<file path="src/rtl/pc.sv">
// Program counter: reset, load of a jump/branch target, or increment,
// with a one-cycle flag marking the increment that wraps to zero.
//
// Ports:
//   pc_clk  - clock; all state changes on the rising edge
//   pc_rst  - synchronous active-high reset (highest priority)
//   pc_enb  - 1 loads pc_in, 0 increments
//   pc_in   - jump/branch target address
//   pc_out  - registered program-counter value
//   pc_next - value pc_out will take at the next rising edge
//   pc_wrap - registered; high for one cycle after an all-ones increment
module pc #(
    parameter int unsigned      WIDTH     = 4,
    parameter logic [WIDTH-1:0] RESET_VAL = '0
) (
    input  logic             pc_clk,
    input  logic             pc_rst,
    input  logic             pc_enb,
    input  logic [WIDTH-1:0] pc_in,
    output logic [WIDTH-1:0] pc_out,
    output logic [WIDTH-1:0] pc_next,
    output logic             pc_wrap
);

    logic [WIDTH-1:0] pc_q;
    logic [WIDTH-1:0] pc_d;
    logic             wrap_q;
    logic             wrap_d;

    // Priority: reset, then load, then increment.
    // Only an increment from all-ones raises the wrap flag; a load of
    // all-ones does not, so the flag marks real counter overflow.
    always_comb begin
        pc_d   = pc_q + WIDTH'(1);
        wrap_d = &pc_q;
        if (pc_rst) begin
            pc_d   = RESET_VAL;
            wrap_d = 1'b0;
        end else if (pc_enb) begin
            pc_d   = pc_in;
            wrap_d = 1'b0;
        end
    end

    always_ff @(posedge pc_clk) begin
        pc_q   <= pc_d;
        wrap_q <= wrap_d;
    end

    assign pc_out  = pc_q;
    assign pc_next = pc_d;
    assign pc_wrap = wrap_q;

endmodule

</file>
<file path="config.mk">
export PLATFORM = sky130hd
export DESIGN_NAME = pc
export DESIGN_NICKNAME = d
export VERILOG_FILES = /design/src/rtl/pc.sv
export SDC_FILE = /design/constraint.sdc
export NUM_CORES = 1
export LEC_CHECK = 0
export CORE_AREA = 2 2 39 41
export CTS_CLUSTER_SIZE = 8
export DETAILED_ROUTE_END_ITERATION = 8
export DIE_AREA = 0 0 41 43
export SLEW_MARGIN = 20
export SYNTH_ARGS = -nofsm -noshare
export SYNTH_HDL_FRONTEND = slang
export SYNTH_SLANG_ARGS = --single-unit
</file>
<file path="constraint.sdc">
create_clock -name pc_clk -period 1.22 [get_ports pc_clk]
set_input_delay 0.244 -clock pc_clk [delete_from_list [all_inputs] [get_ports pc_clk]]
set_output_delay 0.244 -clock pc_clk [all_outputs]
set_load 0.05 [all_outputs]
</file>
== Word-level counts from Yosys, hierarchy flattened ==
Index checks and enable logic that the tools add are counted.

* Add/sub/neg operators: 1
* Muxes and demuxes: 2
* Reduce and logical (&&, ||, !) cells: 2

{| class="wikitable"
|+ Operators with widths
! kind !! number
|-
| two-way mux 4 bit || 2
|-
| adder 4 x 1 -> 4 bit (second input constant) || 1
|-
| AND reduction 4 bit || 1
|-
| OR reduction 2 bit || 1
|}

* Register bits after elaboration: 5
* Output and inout port bits: 9

== Longest topological paths before layout ==
* Depth after elaboration: 3
* Depth in mapped cells: 3
* Mapped depth without buffers: 3

== Least setup slack after synthesis ==
Ideal clock, no wire load.

* Path type: register to register
* Start point: register pc_q[0], in the netlist pc_out[0]
* End point: register pc_q[2], in the netlist pc_out[2]
* Library setup time: 0.252 ns
* Arrival: 2.255 ns
* Required time: 0.968 ns
* Slack: -1.287 ns
* Cell stages (with the launch flop): 4
* Path buffers: 0
* Path through: dfxtp_1 -> ha_1 -> xnor2_1 -> a211oi_1

* Longest elaborated chain between the ends: 3

{| class="wikitable"
|+ RTL lines
! what !! line !! RTL
|-
| start, declared || 25 || <nowiki>logic [WIDTH-1:0] pc_q;</nowiki>
|-
| start signal, assigned || 46 || <nowiki>pc_q <= pc_d;</nowiki>
|-
| adder 4 x 1 -> 4 bit || 34 || <nowiki>pc_d = pc_q + WIDTH'(1);</nowiki>
|-
| two-way mux 4 bit || 39 || <nowiki>end else if (pc_enb) begin</nowiki>
|-
| two-way mux 4 bit || 36 || <nowiki>if (pc_rst) begin</nowiki>
|-
| named net pc_next[2] || 21 || <nowiki>output logic [WIDTH-1:0] pc_next,</nowiki>
|}

The timed path passes the listed nets, and every way through them passes these cells.
A chain may end at the register's enable or synchronous reset.

== Final worst setup path ==
* Start point: input pc_in[3]
* End point: output pc_next[3]

* Longest elaborated chain between the ends: 2

{| class="wikitable"
|+ RTL lines
! what !! line !! RTL
|-
| start, declared || 19 || <nowiki>input logic [WIDTH-1:0] pc_in,</nowiki>
|-
| two-way mux 4 bit || 39 ||
|-
| two-way mux 4 bit || 36 ||
|-
| end, declared || 21 ||
|}

No other way between the ends.

==> flow_summary.yaml <==
floorplanning:
  fp-row-count: 14
  initial_utilization_pct: 15.82
  die_area_um2: 1763
  pin_count: 16
  die_width_um: 41
  core_area_um2: 1384
  die_h_um: 43
timing:
  period_share_pct: 132.6
  setup_viol: 5
  rsz0062_at_grt: "true"
  worst-slew-pin-transition_ps: 452.2
  tns_ps: -1411
  maxSlewHeadroom_pct: 69.65
  slew_viol_final: 0
  min_period_ps: 1618
  max_freq_ghz: 0.6182
  hold_viol: 0
  finalHoldWorstSlack_ps: 453.6
  skew_ps: 4.969
  layout_setup_ws_ps: -397.6
place:
  port_buffers: 15
  pre_cts_slack_ps: -639.5
  place_congestion: 0.6716
route:
  viasPerCell: 4.313
  wl_um: 897
  drc_errors: 0
  ant_nets: 0
  first_iter_violations: 5
  wl_per_cell_um: 14.02
  dr.pass1.iters: 5
  via_count: 276
synth:
  ys_seq_area_share_pct: 45.71
  netlist_instances: 20
  syn-num-nets: 28
  ys_ff_latch: 5
  syn_area_per_cell_um2: 10.95
  yosys-top-cells-area: "dfxtp_1 46%, nor2b_1 11%, a2111oi_2 6.9%"
  netlist.area_leader.share_pct: 45.71
  netlist_area_um2: 219.0
  synth_top_area_cell: "dfxtp_1"
  ys_types: 12
  ys.warnings.count: 0
power:
  netSwitchingPower_mw: 0.2445
  power.density_nw_per_um2: 1029
  ir_drop_mv: 0.4739
  pwr-share-comb_pct: 44.4
  leakagePower_nw: 0.2655
  seqPwrFrac_pct: 27.0
  swShare_pct: 34.66
  pwr-share-clk_pct: 28.6
  p_int_mw: 0.4610
final_layout:
  nNetsFinal: 57
  antenna_cells: 0
  layout_commonest_cell: "buf_12"
  final_core_util_pct: 49.55
  nFillCells: 128
  area.growth.synth_to_final_pct: 213.1
  drive_gt1_share_pct: 72.92
  final_cell_mix: "8 x buf_12, 6 x buf_4, 4 x clkdlybuf4s50_1, 4 x dfxtp_4, 4 x buf_6"
worst_setup_path:
  reg2reg_from: "pc_out[0]"
  crit_fanout: 2
  path_class: "in2out"
  crit_path_end: "pc_next[3]"
  rr_worst_depth: 3
  worst-endpoint-arrival_ps: 1370
  r2r_slack_ps: 140
  reg2reg_to: "pc_out[3]"
  crit_path_end_kind: "primary output"
  cp.required_ps: 980
  crit_path_start_kind: "primary input"
  startpoint: "pc_in[3]"
global_route:
  grt_pass1_vias: 314
  grtUsageMet3_pct: 5.759
  grt.met1_usage_pct: 13.64
  overflow: 0
  track_usage_pct: 12.69
  met2_usage_pct: 18.13
  grt_pass1_wl_um: 1400
  antenna_found_initial: 0
  grt_max_degree: 8
  top_usage_layer: "met2"
clock_network:
  htree_num_levels: 1
  clock_path_buffers: 2
  numClockSinks: 5
  clk_latency_ps: 250
  cts_hold_buf: 0
  clk_pin_slew_worst_paths_ps: 50
  tritoncts: "yes"
  root_buffer: "clkbuf_4"
  cts_buffers: 3
worst_hold_path:
  hold_path.class: "in2reg"
job:
  drv_cap: 0
outcome:
  violations: "negative setup slack"
  status: "finished, violations left"
[per-stage QoR]
step / cell area, um2 / power (mW) / std cells
2_1_floorplan: 297.8 / 0.3183 / 20
3_3_place_gp: 598.1 / 0.4620 / 58
3_5_place_dp: 598.1 / 0.4650 / 58
4_1_cts: 690.7 / 0.7109 / 64
5_1_grt: 685.7 / 0.7380 / 64
6_report: 685.7 / 0.7055 / 64
[how the worst min path moves through the flow]
stage               from   endpoint  slack, ps  depth (start not counted)
2_1_floorplan     pc_rst  pc_out[1]        370                          1
3_3_place_gp   pc_out[0]  pc_out[0]        590                          2
3_5_place_dp   pc_out[0]  pc_out[0]        600                          2
4_1_cts           pc_rst  pc_out[3]        440                          2
5_1_grt           pc_rst  pc_out[3]        450                          2
6_report          pc_enb  pc_out[2]        450                          3
[critical path: stages]
cell             delay, ps
clkdlybuf4s50_1        470
nor2b_1                 70
a2111oi_4              410
buf_12                 190
[cells in the mapped netlist]
| cell type | instances |
|---|---|
| a2111oi_2 | 1 |
| and4b_1 | 1 |
| xnor2_1 | 1 |
| nor2b_1 | 4 |
| nor2_1 | 1 |
| and3_1 | 1 |
| mux2i_1 | 1 |
| a211oi_1 | 2 |
| a311oi_1 | 1 |
| inv_1 | 1 |
| ha_1 | 1 |
| dfxtp_1 | 5 |
[cell type report]
cell class	count	area (um2)	area share [%]
inverter	1	3.754	0.5474
clock buffer	4	26.28	3.832
sequential	5	115.1	16.79
multi-input combinational	14	216.5	31.57
tap	16	20.02	2.920
timing repair buffer	24	304.0	44.34
[per-layer routing]
metal | up-vias | wire length, um
li1 | 129 | -
met1 | 123 | 338
met2 | 22 | 459
met3 | 2 | 94
met4 | 0 | 4
met5 | - | 0
[kinds of logic after synthesis]
family	Yosys count	synth area share, %
AOI/OAI and AO/OA	4	17.71
DFF	5	45.72
buffers and inverters	1	1.713
and+or+nand+nor	7	20.57
adders and majority gates	1	5.713
xor gates and xnor gates	1	4.001
muxes	1	4.572
[state kept, by name, summed over array words and instances, names as in the netlist]
name / cells
pc_out: 4
pc_wrap: 1
[power groups by stage]
stage,Sequential [mW],Combinational [mW],Clock (mW)
5_1_grt,0.191,0.327,0.220
3_5_place_dp,0.188,0.277,0
2_1_floorplan,0.226,0.0919,0
4_1_cts,0.190,0.312,0.209
3_3_place_gp,0.187,0.275,0
6_report,0.190,0.313,0.202
[repair_timing]
item / 4_1_cts / 5_1_grt
endpoints found under the setup margin: 6 / 5
setup buffers: 2 / 1
pin swaps: 3 / 2
gates resized for setup: 11 / 2
(Power assumes the default switching activity.)
